--- src/rtl/fifo_arb_pkg.sv ---
`default_nettype none
// +----------------------------------------------------------------------+
// | fifo_arb_pkg: shared state encodings and threshold reset constants     |
// | Revision: 1.0                                                          |
// +----------------------------------------------------------------------+
package fifo_arb_pkg;

  typedef enum logic [2:0] {
    ST_RESET  = 3'd0,
    ST_INIT   = 3'd1,
    ST_IDLE   = 3'd2,
    ST_ACTIVE = 3'd3,
    ST_ERROR  = 3'd4
  } state_t;

  localparam int C_DEF_AF = 6;
  localparam int C_DEF_AE = 1;

endpackage
`default_nettype wire

--- src/rtl/rr_grant_sel.sv ---
`default_nettype none
// +----------------------------------------------------------------------+
// | rr_grant_sel: rotate-priority encoder, first request after i_last      |
// | Revision: 1.0                                                          |
// +----------------------------------------------------------------------+
module rr_grant_sel #(
  parameter int NUM_Q  = 4,
  parameter int QSEL_W = 2
) (
  input  logic [NUM_Q-1:0]  i_req,
  input  logic [QSEL_W-1:0] i_last,
  output logic [QSEL_W-1:0] o_gnt_id,
  output logic              o_gnt_v
);

  logic [QSEL_W-1:0] w_idx;

  // Walk from lowest to highest priority so the nearest request wins last.
  always_comb begin
    o_gnt_id = '0;
    o_gnt_v  = 1'b0;
    w_idx    = '0;
    for (int k = NUM_Q; k >= 1; k--) begin
      w_idx = i_last + QSEL_W'(k);
      if (i_req[w_idx]) begin
        o_gnt_id = w_idx;
        o_gnt_v  = 1'b1;
      end
    end
  end

endmodule
`default_nettype wire

--- src/rtl/fifo_rr_arbiter.sv ---
`default_nettype none
// +----------------------------------------------------------------------+
// | fifo_rr_arbiter: round-robin drain of NUM_Q ingress FIFOs downstream   |
// | Revision: 1.0                                                          |
// +----------------------------------------------------------------------+
module fifo_rr_arbiter #(
  parameter int DATA_SIZE = 6,
  parameter int NUM_Q     = 4,
  parameter int QSEL_W    = 2,
  parameter int DEF_AF    = fifo_arb_pkg::C_DEF_AF,
  parameter int DEF_AE    = fifo_arb_pkg::C_DEF_AE
) (
  input  logic                       clk,
  input  logic                       reset,
  input  logic                       init,
  input  logic [DATA_SIZE-1:0]       umb_af_in,
  input  logic [DATA_SIZE-1:0]       umb_ae_in,
  input  logic [NUM_Q-1:0]           fifo_empty,
  input  logic [NUM_Q-1:0]           fifo_error,
  input  logic [NUM_Q*DATA_SIZE-1:0] fifo_data,
  input  logic                       dest_pause,
  input  logic                       dest_full,
  input  logic                       dest_error,
  output logic [NUM_Q-1:0]           fifo_pop,
  output logic                       dest_push,
  output logic [DATA_SIZE-1:0]       dest_data,
  output logic [DATA_SIZE-1:0]       umb_almost_full,
  output logic [DATA_SIZE-1:0]       umb_almost_empty,
  output logic [QSEL_W-1:0]          grant_id,
  output logic [2:0]                 state,
  output logic                       idle,
  output logic [7:0]                 push_count
);
  import fifo_arb_pkg::*;

  state_t                r_state;
  logic                  r_pend_v;
  logic [QSEL_W-1:0]     r_pend_id;
  logic [QSEL_W-1:0]     r_grant;
  logic [7:0]            r_count;
  logic [DATA_SIZE-1:0]  r_af;
  logic [DATA_SIZE-1:0]  r_ae;

  logic [DATA_SIZE-1:0]  w_qdata [NUM_Q];
  logic [QSEL_W-1:0]     w_gnt_id;
  logic                  w_gnt_v;
  logic                  w_any_req;
  logic                  w_any_err;
  logic                  w_pop_en;

  for (genvar gi = 0; gi < NUM_Q; gi++) begin : g_unpack
    assign w_qdata[gi] = fifo_data[gi*DATA_SIZE +: DATA_SIZE];
  end

  rr_grant_sel #(
    .NUM_Q  (NUM_Q),
    .QSEL_W (QSEL_W)
  ) u_sel (
    .i_req    (~fifo_empty),
    .i_last   (r_grant),
    .o_gnt_id (w_gnt_id),
    .o_gnt_v  (w_gnt_v)
  );

  assign w_any_req = |(~fifo_empty);
  assign w_any_err = (|fifo_error) | dest_error;
  // Pop reacts to this cycle's empty flags so a single-entry FIFO is never read twice.
  assign w_pop_en  = (r_state == ST_ACTIVE) && !dest_pause && !dest_full && !init && w_gnt_v;

  assign fifo_pop         = w_pop_en ? (NUM_Q'(1) << w_gnt_id) : '0;
  assign dest_push        = r_pend_v;
  assign dest_data        = r_pend_v ? w_qdata[r_pend_id] : '0;
  assign umb_almost_full  = r_af;
  assign umb_almost_empty = r_ae;
  assign grant_id         = r_grant;
  assign state            = r_state;
  assign idle             = (r_state == ST_IDLE);
  assign push_count       = r_count;

  always_ff @(posedge clk) begin
    if (reset) begin
      r_state   <= ST_RESET;
      r_pend_v  <= 1'b0;
      r_pend_id <= '0;
      r_grant   <= QSEL_W'(NUM_Q - 1);
      r_count   <= 8'd0;
      r_af      <= DATA_SIZE'(DEF_AF);
      r_ae      <= DATA_SIZE'(DEF_AE);
    end else begin
      r_pend_v <= w_pop_en;
      if (w_pop_en) begin
        r_pend_id <= w_gnt_id;
        r_grant   <= w_gnt_id;
      end
      if (r_pend_v) begin
        r_count <= r_count + 8'd1;
      end

      if (r_state == ST_RESET) begin
        r_state <= ST_INIT;
      end else if (w_any_err || r_state == ST_ERROR) begin
        r_state <= ST_ERROR;
      end else begin
        case (r_state)
          ST_INIT: begin
            if (init) begin
              r_af <= umb_af_in;
              r_ae <= umb_ae_in;
            end else begin
              r_state <= ST_IDLE;
            end
          end
          ST_IDLE: begin
            if (init)           r_state <= ST_INIT;
            else if (w_any_req) r_state <= ST_ACTIVE;
          end
          ST_ACTIVE: begin
            // Leaving ACTIVE waits for the in-flight word to land downstream.
            if (init) begin
              if (!r_pend_v) r_state <= ST_INIT;
            end else if (!w_any_req && !r_pend_v) begin
              r_state <= ST_IDLE;
            end
          end
          default: r_state <= ST_ERROR;
        endcase
      end
    end
  end

endmodule
`default_nettype wire
--- config.mk ---
export PLATFORM = sky130hd
export DESIGN_NAME = fifo_rr_arbiter
export DESIGN_NICKNAME = d
export VERILOG_FILES = /design/src/rtl/fifo_arb_pkg.sv /design/src/rtl/rr_grant_sel.sv /design/src/rtl/fifo_rr_arbiter.sv
export SDC_FILE = /design/constraint.sdc
export NUM_CORES = 1
export LEC_CHECK = 0
export ABC_AREA = 1
export BUFFER_PORTS_ARGS = -buffer_cell sky130_fd_sc_hd__buf_4
export CAP_MARGIN = 20
export CELL_PAD_IN_SITES_DETAIL_PLACEMENT = 1
export CELL_PAD_IN_SITES_GLOBAL_PLACEMENT = 1
export CORE_UTILIZATION = 26
export CTS_CLUSTER_SIZE = 14
export DETAILED_ROUTE_END_ITERATION = 10
export HOLD_SLACK_MARGIN = 0.12
export PLACE_DENSITY_LB_ADDON = 0.1
export SYNTH_ARGS = -nofsm -noshare
export SYNTH_HDL_FRONTEND = slang
export SYNTH_SLANG_ARGS = --single-unit
--- constraint.sdc ---
create_clock -name clk -period 1.2 [get_ports clk]
set_input_delay 0.06 -clock clk [delete_from_list [all_inputs] [get_ports clk]]
set_output_delay 0.06 -clock clk [all_outputs]
set_load 0.005 [all_outputs]
==> impl_metrics.ini <==
[placement]
place.detailed.hpwl_um = 4370
finalWeightedCongestion = 0.756
count_of_placed_standard_cells_including_taps = 450
portBuffers = 86

[die]
die_area_um2 = 6760
chipWidth_um = 82.2
starting_utilization_of_the_core_area_pct = 27.6
core_region_area_um2 = 6060
dieHeight_um = 82.2
placement_rows = 28
ioPinCount = 87

[cells_and_area]
area_growth_pct = 112
post_route_cells_drive_above_1_share_pct = 66.1
fin_cells = 491
sequential_cell_area_um2 = 591
multi_input_comb_area_um2 = 1420
postLayoutCoreUtil_pct = 58.4
finish.net_count = 468
layout.filler_cells = 753
num_antenna_cells = 0

[detailed_routing]
first_pass_iters = 2
drt_iter0_drc = 16
wl_per_cell_um = 14.1
detail_route.drc_violations = 0
via_count = 2243
route.antenna.remaining_nets = 0
routed_wirelength_um = 6950
post_drt_via_cell_ratio = 4.57

[setup_path]
cp.required_ns = 1.41
path_class = reg2reg
cp_max_delay_cell = sky130_fd_sc_hd__dfxtp_4
cp.buffers_inverters = 5
worstSetupEndpointType = flop
slowest_delay_ns = 0.40
worstPathCellList = inv_8, nand2_2, nand2_2, nand2_2, nand2_2, nand3_2, nand3_4, nand2_4, buf_4, buf_4, buf_4, buf_4, a21oi_2
timing.critical_path.arrival_ns = 1.87
worst_path_dominant_cell_family = buffers and inverters
start_kind = flop
worstPathMaxFanout = 8

[grt]
grt_first_pass_wirelength_um = 10300
grt.total_usage_pct = 19.6
global_route.overflow_total = 0
first_global_vias = 2279
number_of_antenna_violations_at_the_first_check_in_global_routing = 0
maximum_number_of_pins_on_one_net_before_global_route_repair = 18

[hold_path]
min_path_type = in2reg

[synth]
yosys.cell_types.count = 23
synth.avg_cell_area_um2 = 6.15
synth.ff_latch_count = 28
syn_nets = 323
synthesis.yosys.warnings = 0
post_synthesis_cell_count = 272
post_synth_instance_area_um2 = 1670
ys_seq_area_share_pct = 33.5

[power]
power.switching_fraction_pct = 25.8
clock_power_share_pct = 29.4
power.switching_w = 0.000511
pwr-share-comb_pct = 22.9
pwr-share-seq_pct = 47.7
cell_internal_pwr_w = 0.00147
pwr_density_cell_nw_per_um2 = 559
peakVddDrop_v = 0.000525
p_leak_nw = 1.62

[cts]
cts_tree = yes
clock_insertion_delay_worst_skew_ns = 0.27
clk_transition_reported_paths_ns = 0.09
number_of_sinks_on_the_clock_net = 28
clock_tree.root_cell = sky130_fd_sc_hd__clkbuf_8
clk_path_buf_depth = 2
h-tree-depth = 1
tritoncts.num_buffers = 3

[timing]
rsz_0062_raised_after_global_routing = yes
timing.max_slew.rel_slack_pct = 68.4
setup-tns-final_ns = -6.85
worst_slack_ns = -0.461
tmin_final_ns = 1.66
worst_pin_slew_ns = 0.473
final-setup-viol-count = 30
hold_viol = 0
finalMaxSlewViolations = 0
skew_ns = 0.00183
timing.fmax_mhz = 602
final_period_utilization_pct = 138

[job]
max-cap-violations = 0

[outcome]
failed_checks = negative setup slack
run_status = complete, but fails checks
[repair_timing]
action / CTS / global route
endpoints found under the setup margin: 31 / 33
buffers inserted: 17 / 9
gates cloned: 3 / 0
hold buffers: 12 / 0
resized for setup: 78 / 93
endpoints found under the hold margin: 12 / 0
pin swaps: 27 / 35
[layout make-up]
type                    count  share of cell area, %
clock buffers               4                   1.56
inverters                  28                   3.54
multi-input cells         206                   40.1
flip-flops and latches     28                   16.7
well taps                  75                   2.65
repair buffers            148                   35.1
repair inverters            2                  0.354
[sequential cells by signal, summed over array words and instances, names as in the netlist]
| signal | count |
|---|---|
| push_count | 8 |
| umb_almost_empty | 6 |
| umb_almost_full | 6 |
| state | 3 |
| grant_id | 2 |
| r_pend_id | 2 |
| dest_push | 1 |
[path summary, 6_finish.rpt]
kind	start	endpoint	slack (ns)	cells after the start
worst max-delay path	grant_id[0]	r_pend_id[1]	-0.46	13
worst min-delay path	reset	r_pend_id[0]	0.22	3
worst max register to register	grant_id[0]	r_pend_id[1]	-0.46	13
worst min register to register	push_count[7]	push_count[7]	0.49	1
[cells in the final DEF, fill, tap and decap left out]
cell type	netlist	routed
sky130_fd_sc_hd__o21ai_2	0	1
sky130_fd_sc_hd__dfxtp_2	0	3
sky130_fd_sc_hd__clkbuf_8	0	4
sky130_fd_sc_hd__nand2_8	0	1
sky130_fd_sc_hd__nor2_1	51	34
sky130_fd_sc_hd__a21oi_1	21	12
sky130_fd_sc_hd__dlygate4sd3_1	0	12
sky130_fd_sc_hd__nand2_2	10	34
sky130_fd_sc_hd__buf_4	2	121
sky130_fd_sc_hd__a21oi_2	7	16
sky130_fd_sc_hd__nor3_4	0	2
sky130_fd_sc_hd__nand4_1	1	1
sky130_fd_sc_hd__ha_4	0	1
sky130_fd_sc_hd__inv_1	19	14
sky130_fd_sc_hd__o21ai_0	16	6
sky130_fd_sc_hd__inv_2	7	11
sky130_fd_sc_hd__dfxtp_4	0	7
sky130_fd_sc_hd__inv_4	1	1
sky130_fd_sc_hd__nand3_4	0	6
sky130_fd_sc_hd__nand2_4	0	18
sky130_fd_sc_hd__inv_8	0	1
sky130_fd_sc_hd__nand2_1	73	30
sky130_fd_sc_hd__dfxtp_1	28	18
sky130_fd_sc_hd__nor2_2	1	12
sky130_fd_sc_hd__nand3_2	1	9
sky130_fd_sc_hd__nor3_1	6	4
sky130_fd_sc_hd__o21ai_1	1	10
sky130_fd_sc_hd__clkinv_4	0	1
sky130_fd_sc_hd__buf_6	1	10
sky130_fd_sc_hd__nor2_4	3	9
sky130_fd_sc_hd__inv_6	0	2
sky130_fd_sc_hd__buf_12	0	5
[synth_stat cells]
master	n	share of area, %
sky130_fd_sc_hd__a21oi_1	21	6.3
sky130_fd_sc_hd__a21oi_2	7	3.7
sky130_fd_sc_hd__buf_2	2	0.60
sky130_fd_sc_hd__buf_4	2	0.90
sky130_fd_sc_hd__buf_6	1	0.67
sky130_fd_sc_hd__clkbuf_1	5	1.1
sky130_fd_sc_hd__clkinv_2	1	0.30
sky130_fd_sc_hd__dfxtp_1	28	34
sky130_fd_sc_hd__ha_1	1	0.75
sky130_fd_sc_hd__inv_1	19	4.3
sky130_fd_sc_hd__inv_2	7	1.6
sky130_fd_sc_hd__inv_4	1	0.37
sky130_fd_sc_hd__nand2_1	73	16
sky130_fd_sc_hd__nand2_2	10	3.7
sky130_fd_sc_hd__nand3_1	14	4.2
sky130_fd_sc_hd__nand3_2	1	0.60
sky130_fd_sc_hd__nand4_1	1	0.37
sky130_fd_sc_hd__nor2_1	51	11
sky130_fd_sc_hd__nor2_2	1	0.37
sky130_fd_sc_hd__nor2_4	3	2.0
sky130_fd_sc_hd__nor3_1	6	1.8
sky130_fd_sc_hd__o21ai_0	16	4.8
sky130_fd_sc_hd__o21ai_1	1	0.30
[worst register-to-register path, cell delays in order (launching register included)]
cell and delay (ns):
sky130_fd_sc_hd__dfxtp_4 0.40, sky130_fd_sc_hd__inv_8 0.09, sky130_fd_sc_hd__nand2_2 0.05, sky130_fd_sc_hd__nand2_2 0.08, sky130_fd_sc_hd__nand2_2 0.08, sky130_fd_sc_hd__nand2_2 0.07, sky130_fd_sc_hd__nand3_2 0.07, sky130_fd_sc_hd__nand3_4 0.12
sky130_fd_sc_hd__nand2_4 0.06, sky130_fd_sc_hd__buf_4 0.13, sky130_fd_sc_hd__buf_4 0.11, sky130_fd_sc_hd__buf_4 0.12, sky130_fd_sc_hd__buf_4 0.12, sky130_fd_sc_hd__a21oi_2 0.10
[metal layers]
layer | up-vias | global-route usage [%] | wire length [µm]
li1 | 1152 | - | -
met1 | 1025 | 21.7 | 2640
met2 | 58 | 39.3 | 3880
met3 | 8 | 2.31 | 355
met4 | 0 | 4.04 | 65
met5 | - | 0 | 0
[cell families after synthesis]
family / share of synthesized area, %
and+or+nand+nor: 40.9
AOI/OAI and AO/OA: 15.0
buffers and inverters: 9.80
DFF: 33.5
adders and majority gates: 0.748
[through the flow]
stage          hold slack (ns)  cell area, µm²  total power [W]  setup slack, ns
2_1_floorplan            0.173            1700          0.00109          -0.0315
3_3_place_gp             0.262            2590          0.00127           -0.199
3_5_place_dp             0.271            2590          0.00128           -0.208
4_1_cts                  0.206            3170          0.00194           -0.430
5_1_grt                  0.232            3540          0.00207           -0.539
6_report                 0.224            3540          0.00198           -0.461
[power by group through the flow]
stage | Sequential [W] | Combinational (W) | Clock [W]
floorplan | 0.000970 | 0.000123 | 0
detailed placement | 0.000972 | 0.000304 | 0
CTS | 0.000944 | 0.000392 | 0.000608
finish | 0.000944 | 0.000453 | 0.000581
global route | 0.000946 | 0.000491 | 0.000634
global placement | 0.000972 | 0.000297 | 0
Power figures use the tool's default switching activity.
